===== src/rtl/de2_seg_pkg.sv =====
`default_nettype none
// ---------------------------------------------------------------------------
// de2_seg_pkg : seven-segment encodings shared by the DE2 display path
// Rev 1.0
// ---------------------------------------------------------------------------
package de2_seg_pkg;

  localparam logic [6:0] SEG_BLANK = 7'h7F;

  // Active-low segments, bit 6 = g ... bit 0 = a; entry n encodes hex digit n
  localparam logic [15:0][6:0] SEG_HEX = {
    7'h0E, 7'h06, 7'h21, 7'h46, 7'h03, 7'h08, 7'h10, 7'h00,
    7'h78, 7'h02, 7'h12, 7'h19, 7'h30, 7'h24, 7'h79, 7'h40
  };

  function automatic logic [6:0] seg_encode(input logic [3:0] nib);
    return SEG_HEX[nib];
  endfunction

endpackage
`default_nettype wire


===== src/rtl/bcd_seg_counter_if.sv =====
`default_nettype none
// ---------------------------------------------------------------------------
// bcd_seg_counter_if : key, switch and display bundle for bcd_seg_counter
// Rev 1.0
// ---------------------------------------------------------------------------
interface bcd_seg_counter_if #(
  parameter int DIGITS = 4
);
  logic                  iKEY_INC;
  logic                  iKEY_DEC;
  logic                  iKEY_LOAD;
  logic [4*DIGITS-1:0]   iLOAD_VAL;
  logic                  iHEX_MODE;
  logic                  iBLANK_LZ;
  logic [7*DIGITS-1:0]   oHEX;
  logic                  oWRAP;

  modport master (
    output iKEY_INC, iKEY_DEC, iKEY_LOAD, iLOAD_VAL, iHEX_MODE, iBLANK_LZ,
    input  oHEX, oWRAP
  );

  modport slave (
    input  iKEY_INC, iKEY_DEC, iKEY_LOAD, iLOAD_VAL, iHEX_MODE, iBLANK_LZ,
    output oHEX, oWRAP
  );
endinterface
`default_nettype wire


===== src/rtl/key_debounce.sv =====
`default_nettype none
// ---------------------------------------------------------------------------
// key_debounce : synchronise and debounce an active-low key, pulse on press
// Rev 1.0
// ---------------------------------------------------------------------------
module key_debounce #(
  parameter int DEB_CYCLES = 500000
) (
  input  logic iCLK_50,
  input  logic iRST_N,
  input  logic iKEY,
  output logic oPRESS
);
  localparam int              CW      = $clog2(DEB_CYCLES + 1);
  localparam logic [CW-1:0]   CNT_MAX = CW'(DEB_CYCLES);

  logic          sync1_q, sync2_q;
  logic          acc_q, acc_d;
  logic          press_q, press_d;
  logic [CW-1:0] cnt_q, cnt_d;

  // A differing sample must persist until the counter has reached CNT_MAX
  always_comb begin
    acc_d   = acc_q;
    press_d = 1'b0;
    cnt_d   = '0;
    if (sync2_q != acc_q) begin
      if (cnt_q == CNT_MAX) begin
        acc_d   = sync2_q;
        press_d = ~sync2_q;
      end else begin
        cnt_d = cnt_q + 1'b1;
      end
    end
  end

  always_ff @(posedge iCLK_50 or negedge iRST_N) begin
    if (!iRST_N) begin
      sync1_q <= 1'b1;
      sync2_q <= 1'b1;
      acc_q   <= 1'b1;
      press_q <= 1'b0;
      cnt_q   <= '0;
    end else begin
      sync1_q <= iKEY;
      sync2_q <= sync1_q;
      acc_q   <= acc_d;
      press_q <= press_d;
      cnt_q   <= cnt_d;
    end
  end

  assign oPRESS = press_q;

endmodule
`default_nettype wire


===== src/rtl/bcd_seg_counter.sv =====
`default_nettype none
// ---------------------------------------------------------------------------
// bcd_seg_counter : N-digit up/down key counter with registered HEX display
// Rev 1.0
// ---------------------------------------------------------------------------
module bcd_seg_counter
  import de2_seg_pkg::*;
#(
  parameter int DIGITS     = 4,
  parameter int DEB_CYCLES = 500000
) (
  input  logic                    iCLK_50,
  input  logic                    iRST_N,
  bcd_seg_counter_if.slave        bus
);
  logic inc_p, dec_p, load_p;

  key_debounce #(.DEB_CYCLES(DEB_CYCLES)) u_deb_inc (
    .iCLK_50(iCLK_50), .iRST_N(iRST_N), .iKEY(bus.iKEY_INC),  .oPRESS(inc_p)
  );
  key_debounce #(.DEB_CYCLES(DEB_CYCLES)) u_deb_dec (
    .iCLK_50(iCLK_50), .iRST_N(iRST_N), .iKEY(bus.iKEY_DEC),  .oPRESS(dec_p)
  );
  key_debounce #(.DEB_CYCLES(DEB_CYCLES)) u_deb_load (
    .iCLK_50(iCLK_50), .iRST_N(iRST_N), .iKEY(bus.iKEY_LOAD), .oPRESS(load_p)
  );

  logic [4*DIGITS-1:0] count_q, count_d;
  logic [4*DIGITS-1:0] inc_val, dec_val, load_val;
  logic [7*DIGITS-1:0] hex_q, hex_d;
  logic                wrap_evt_q, wrap_evt_d;
  logic                wrap_q;
  logic                carry, borrow;
  logic [3:0]          max_dig, dig, nib;

  // Digits above 9 in decimal mode are clamped before the ripple, so the
  // result is always a valid decimal count
  always_comb begin
    max_dig  = bus.iHEX_MODE ? 4'hF : 4'h9;
    carry    = 1'b1;
    borrow   = 1'b1;
    inc_val  = '0;
    dec_val  = '0;
    load_val = '0;
    dig      = '0;
    nib      = '0;
    for (int k = 0; k < DIGITS; k++) begin
      dig = count_q[4*k +: 4];
      if (!bus.iHEX_MODE && dig > 4'h9) dig = 4'h9;
      if (carry) begin
        if (dig == max_dig) begin
          inc_val[4*k +: 4] = 4'h0;
        end else begin
          inc_val[4*k +: 4] = dig + 4'h1;
          carry             = 1'b0;
        end
      end else begin
        inc_val[4*k +: 4] = dig;
      end
      if (borrow) begin
        if (dig == 4'h0) begin
          dec_val[4*k +: 4] = max_dig;
        end else begin
          dec_val[4*k +: 4] = dig - 4'h1;
          borrow            = 1'b0;
        end
      end else begin
        dec_val[4*k +: 4] = dig;
      end
      nib = bus.iLOAD_VAL[4*k +: 4];
      load_val[4*k +: 4] = (!bus.iHEX_MODE && nib > 4'h9) ? 4'h9 : nib;
    end
  end

  always_comb begin
    count_d    = count_q;
    wrap_evt_d = 1'b0;
    if (load_p) begin
      count_d = load_val;
    end else if (inc_p && dec_p) begin
      count_d = count_q;
    end else if (inc_p) begin
      count_d    = inc_val;
      wrap_evt_d = carry;
    end else if (dec_p) begin
      count_d    = dec_val;
      wrap_evt_d = borrow;
    end
  end

  logic       seen_nz;
  logic [3:0] disp_dig;

  // Walk from the most significant digit; blank until a non-zero digit appears
  always_comb begin
    seen_nz  = 1'b0;
    disp_dig = '0;
    hex_d    = '0;
    for (int k = DIGITS - 1; k >= 0; k--) begin
      disp_dig = count_q[4*k +: 4];
      if (disp_dig != 4'h0) seen_nz = 1'b1;
      if (bus.iBLANK_LZ && !seen_nz && (k != 0))
        hex_d[7*k +: 7] = SEG_BLANK;
      else
        hex_d[7*k +: 7] = seg_encode(disp_dig);
    end
  end

  always_ff @(posedge iCLK_50 or negedge iRST_N) begin
    if (!iRST_N) begin
      count_q    <= '0;
      wrap_evt_q <= 1'b0;
      wrap_q     <= 1'b0;
      hex_q      <= {DIGITS{SEG_HEX[0]}};
    end else begin
      count_q    <= count_d;
      wrap_evt_q <= wrap_evt_d;
      wrap_q     <= wrap_evt_q;
      hex_q      <= hex_d;
    end
  end

  assign bus.oHEX  = hex_q;
  assign bus.oWRAP = wrap_q;

endmodule
`default_nettype wire


===== src/flat_wrapper.sv =====
// flat-port wrapper written by rule: the top's interface ports become plain ports
module bcd_seg_counter_flat import de2_seg_pkg::*;
#(
  parameter int DIGITS     = 4,
  parameter int DEB_CYCLES = 500000
)
  (iCLK_50, iRST_N, bus_iKEY_INC, bus_iKEY_DEC, bus_iKEY_LOAD, bus_iLOAD_VAL, bus_iHEX_MODE, bus_iBLANK_LZ, bus_oHEX, bus_oWRAP);
  bcd_seg_counter_if #(.DIGITS(DIGITS)) bus_i ();
  input  logic iCLK_50;
  input  logic iRST_N;
  input wire logic [$bits(bus_i.iKEY_INC)-1:0] bus_iKEY_INC;
  input wire logic [$bits(bus_i.iKEY_DEC)-1:0] bus_iKEY_DEC;
  input wire logic [$bits(bus_i.iKEY_LOAD)-1:0] bus_iKEY_LOAD;
  input wire logic [$bits(bus_i.iLOAD_VAL)-1:0] bus_iLOAD_VAL;
  input wire logic [$bits(bus_i.iHEX_MODE)-1:0] bus_iHEX_MODE;
  input wire logic [$bits(bus_i.iBLANK_LZ)-1:0] bus_iBLANK_LZ;
  output wire logic [$bits(bus_i.oHEX)-1:0] bus_oHEX;
  output wire logic [$bits(bus_i.oWRAP)-1:0] bus_oWRAP;
  assign bus_i.iKEY_INC = bus_iKEY_INC;
  assign bus_i.iKEY_DEC = bus_iKEY_DEC;
  assign bus_i.iKEY_LOAD = bus_iKEY_LOAD;
  assign bus_i.iLOAD_VAL = bus_iLOAD_VAL;
  assign bus_i.iHEX_MODE = bus_iHEX_MODE;
  assign bus_i.iBLANK_LZ = bus_iBLANK_LZ;
  assign bus_oHEX = bus_i.oHEX;
  assign bus_oWRAP = bus_i.oWRAP;
  bcd_seg_counter #(.DIGITS(DIGITS), .DEB_CYCLES(DEB_CYCLES)) u_core (.iCLK_50(iCLK_50), .iRST_N(iRST_N), .bus(bus_i));
endmodule

===== config.mk =====
export PLATFORM = sky130hd
export DESIGN_NAME = bcd_seg_counter_flat
export DESIGN_NICKNAME = d
export VERILOG_FILES = /design/src/rtl/de2_seg_pkg.sv /design/src/rtl/bcd_seg_counter_if.sv /design/src/rtl/key_debounce.sv /design/src/rtl/bcd_seg_counter.sv /design/src/flat_wrapper.sv
export SDC_FILE = /design/constraint.sdc
export NUM_CORES = 1
export LEC_CHECK = 0
export BUFFER_PORTS_ARGS = -buffer_cell sky130_fd_sc_hd__buf_2
export CORE_MARGIN = 1.5
export CORE_UTILIZATION = 55
export DETAILED_ROUTE_END_ITERATION = 8
export PLACE_DENSITY = 0.77
export SLEW_MARGIN = 25
export SYNTH_ARGS = -nofsm -noshare
export SYNTH_HDL_FRONTEND = slang
export SYNTH_SLANG_ARGS = --single-unit

===== constraint.sdc =====
create_clock -name iCLK_50 -period 2.6 [get_ports iCLK_50]
set_input_delay 0.26 -clock iCLK_50 [delete_from_list [all_inputs] [get_ports iCLK_50]]
set_output_delay 0.26 -clock iCLK_50 [all_outputs]
set_load 0.01 [all_outputs]

==> impl_metrics.ini <==
[global_route]
grt_max_degree = 70
grt_pass1_wl_mm = 26.6
antenna_found_initial = 1
gr-total-overflow = 0
grt_pass1_vias = 5530
grt_use_total_pct = 25.6

[place]
dp_hpwl_mm = 11.3
pre_cts_ws_ns = -0.0330
gp_congestion = 0.936
dpl.cell_count = 994
port_buffers = 51

[power_and_ir_drop]
p_per_area_nw_per_um2 = 566
power.switching_w = 0.00101
vdd_drop_max_mv = 0.450
p_clk_share_pct = 54.4
switching_share_pct = 21.4
finalPower_w = 0.00472
internal_power_w = 0.00371
p_leak_nw = 3.73
p_comb_share_pct = 6.5
seqPwrFrac_pct = 39.2

[final_layout]
mostFrequentLayoutCell = nor2_1
stdcell_count = 1034
fin_nets = 915
syn_to_final_growth_pct = 19.8
postLayoutCoreUtil_pct = 68.6
num_antenna_cells = 0
most-common-layout-cells = nor2_1 (103), dfrtp_1 (101), nand2_1 (71)
drive_gt1_share_pct = 19.1

[die]
core_area_um2 = 12200
start_util_pct = 57.3
placementRows = 40
dieWidth_um = 116
die_y_um = 116
ios = 52
die-area_um2 = 13300

[setup_path]
start_kind = flop
cp.arrival_ns = 2.77
cp-end-kind = flop
r2r-end = u_core.count_q[15]
path_class = flop to flop
worstPathRequired_ns = 2.90
cp_max_fo = 6
crit-reg2reg-launch = u_core.count_q[0]
reg2reg_slack_ns = 0.13
reg2regPathDepth = 12

[sta]
report.final.setup_viol = 0
final-hold-violation-count = 0
fin_skew_ns = 0.0148
worst_slack_ns = 0.126
period_needed_ns = 2.47
slew_viol_final = 0
slew_headroom_pct = 49.3
fmax_mhz = 404
post-route-period-util_pct = 95.2
tightest_slew_ns = 0.741
holdWs_ns = 0.0747

[yosys]
ys_warn_count = 0
synthFlopType = dfrtp_1
ys_types = 67
netlist_instances = 775
ys_ff_latch = 115
synth_edf_count = 0
syn_area_per_cell_um2 = 8.98
syn_area_um2 = 6960
synth-seq-area-share_pct = 41.6
synth_fp_nets = 836
synthArstFlopShare_pct = 100

[routing]
detail-route-antenna-nets = 0
drc = 0
post_drt_via_cell_ratio = 5.76
totalWireLength_mm = 16.3
dr.pass1.iters = 5
vias = 5960
wl_per_cell_um = 15.7
drt_iter0_drc = 502

[clocking]
cts_buffers = 17
path_clk_slew_ns = 0.05
htreeDepth = 4
clockBufferDepth = 2
clock_latency_ns = 0.43
cts_sinks = 115
cts-root-buf = clkbuf_16
cts_tree = built

[hold_path]
min_path_cells = 2
hp-start = bus_iLOAD_VAL[4]
hold_end = u_core.count_q[4]
hold_class = primary input to flop

[flow_run]
drv_cap = 0

[run_status]
status = complete, no violations
## cell usage after synthesis (5+ instances only)
cell type  number  share of area [%]
nor2_1        103                5.6
dfrtp_1       102                 37
nand2_1        71                3.8
ha_1           38                6.8
nand3_1        37                2.7
o21ai_0        34                2.4
inv_1          31                1.7
xnor2_1        31                3.9
a21oi_1        29                2.1
xor2_1         29                3.6
clkbuf_1       24                1.3
nand4_1        16                1.4
nor2b_1        16                1.4
nand2b_1       15                1.3
nor3_1         14                1.0
dfstp_2        13                4.9
o211ai_1       13                1.4
a31oi_1        12                1.1
a21o_1          9               0.97
and3_1          9               0.81
and2_1          8               0.72
mux2i_1         8                1.2
and4_1          7               0.88
buf_4           7               0.75
buf_2           6               0.43
o221ai_1        6               0.75
nor4_1          5               0.45
o21ai_1         5               0.36
## power groups by stage
| stage | Sequential, W | Combinational [W] | Clock (W) |
|---|---|---|---|
| 6_report | 0.00185 | 0.000305 | 0.00257 |
| 3_3_place_gp | 0.00188 | 0.000276 | 0 |
| 2_1_floorplan | 0.00189 | 0.000158 | 0 |
| 4_1_cts | 0.00185 | 0.000295 | 0.00261 |
| 3_5_place_dp | 0.00188 | 0.000288 | 0 |
| 5_1_grt | 0.00185 | 0.000344 | 0.00270 |
## flip-flops by register name, summed over array words and instances, names as in the netlist, 16 cells and up
signal and cells:
u_core.u_deb_inc.cnt_q 19, u_core.u_deb_load.cnt_q 19, u_core.u_deb_dec.cnt_q 19, u_core.count_q 16
u_core.bus.oHEX 28
## layer usage
metal	vias up	track usage [%]	share of wire, %
li1	2869	-	-
met1	2872	33.5	44
met2	194	40.7	48
met3	25	7.37	6.4
met4	0	8.89	2.0
met5	-	0	0
## through the flow
step / cell area, um2 / setup TNS (ns)
after floorplan: 6990 / 0
after global placement: 7570 / 0
after detailed placement: 7570 / -0.0453
after CTS: 8260 / 0
after global routing: 8340 / -0.00417
final: 8340 / 0
## what timing repair did
action / CTS / global route
endpoints found under the setup margin: 2 / 8
resized for setup: 1 / 15
endpoints found under the hold margin: 15 / 0
hold buffers: 4 / 0
pin swaps: 0 / 3
buffers inserted: 0 / 5
## worst max-delay path, cell delays in order (launching register included)
cell and delay [ns]:
dfrtp_2 0.44, inv_1 0.09, ha_2 0.18, o21bai_1 0.07, nand2_1 0.09, nand2_1 0.10
inv_2 0.09, ha_2 0.18, nor3b_4 0.26, nand3_2 0.19, o41ai_2 0.23, o41ai_1 0.12
a211o_1 0.30
## logic make-up after synthesis
kind of cell | after synthesis | synth area share [%]
mux | 12 | 1.80
buf+inv | 71 | 4.42
simple gates | 325 | 23.1
compound gates | 154 | 14.8
fa+ha+maj | 38 | 6.83
flops | 115 | 41.6
xor+xnor | 60 | 7.55
## worst max path at each step
stage	cells after the start	startpoint	endpoint	slack, ns
4_1_cts	11	u_core.count_q[4]	u_core.count_q[15]	0.01
3_3_place_gp	12	u_core.count_q[4]	u_core.count_q[14]	0.09
3_5_place_dp	12	u_core.count_q[4]	u_core.count_q[14]	-0.03
5_1_grt	11	u_core.count_q[8]	u_core.count_q[15]	-0.004
6_report	12	u_core.count_q[0]	u_core.count_q[15]	0.13
2_1_floorplan	13	u_core.count_q[0]	u_core.count_q[7]	0.01
## final cells by class
type | count | area (um2)
flip-flops and latches | 115 | 2900
clock inverters | 10 | 179
well taps | 168 | 210
fillers | 954 | 3820
inverters | 33 | 124
clock buffers | 21 | 470
repair buffers | 98 | 637
multi-input cells | 589 | 3830
Note: power is estimated with default switching activity, not from simulation.
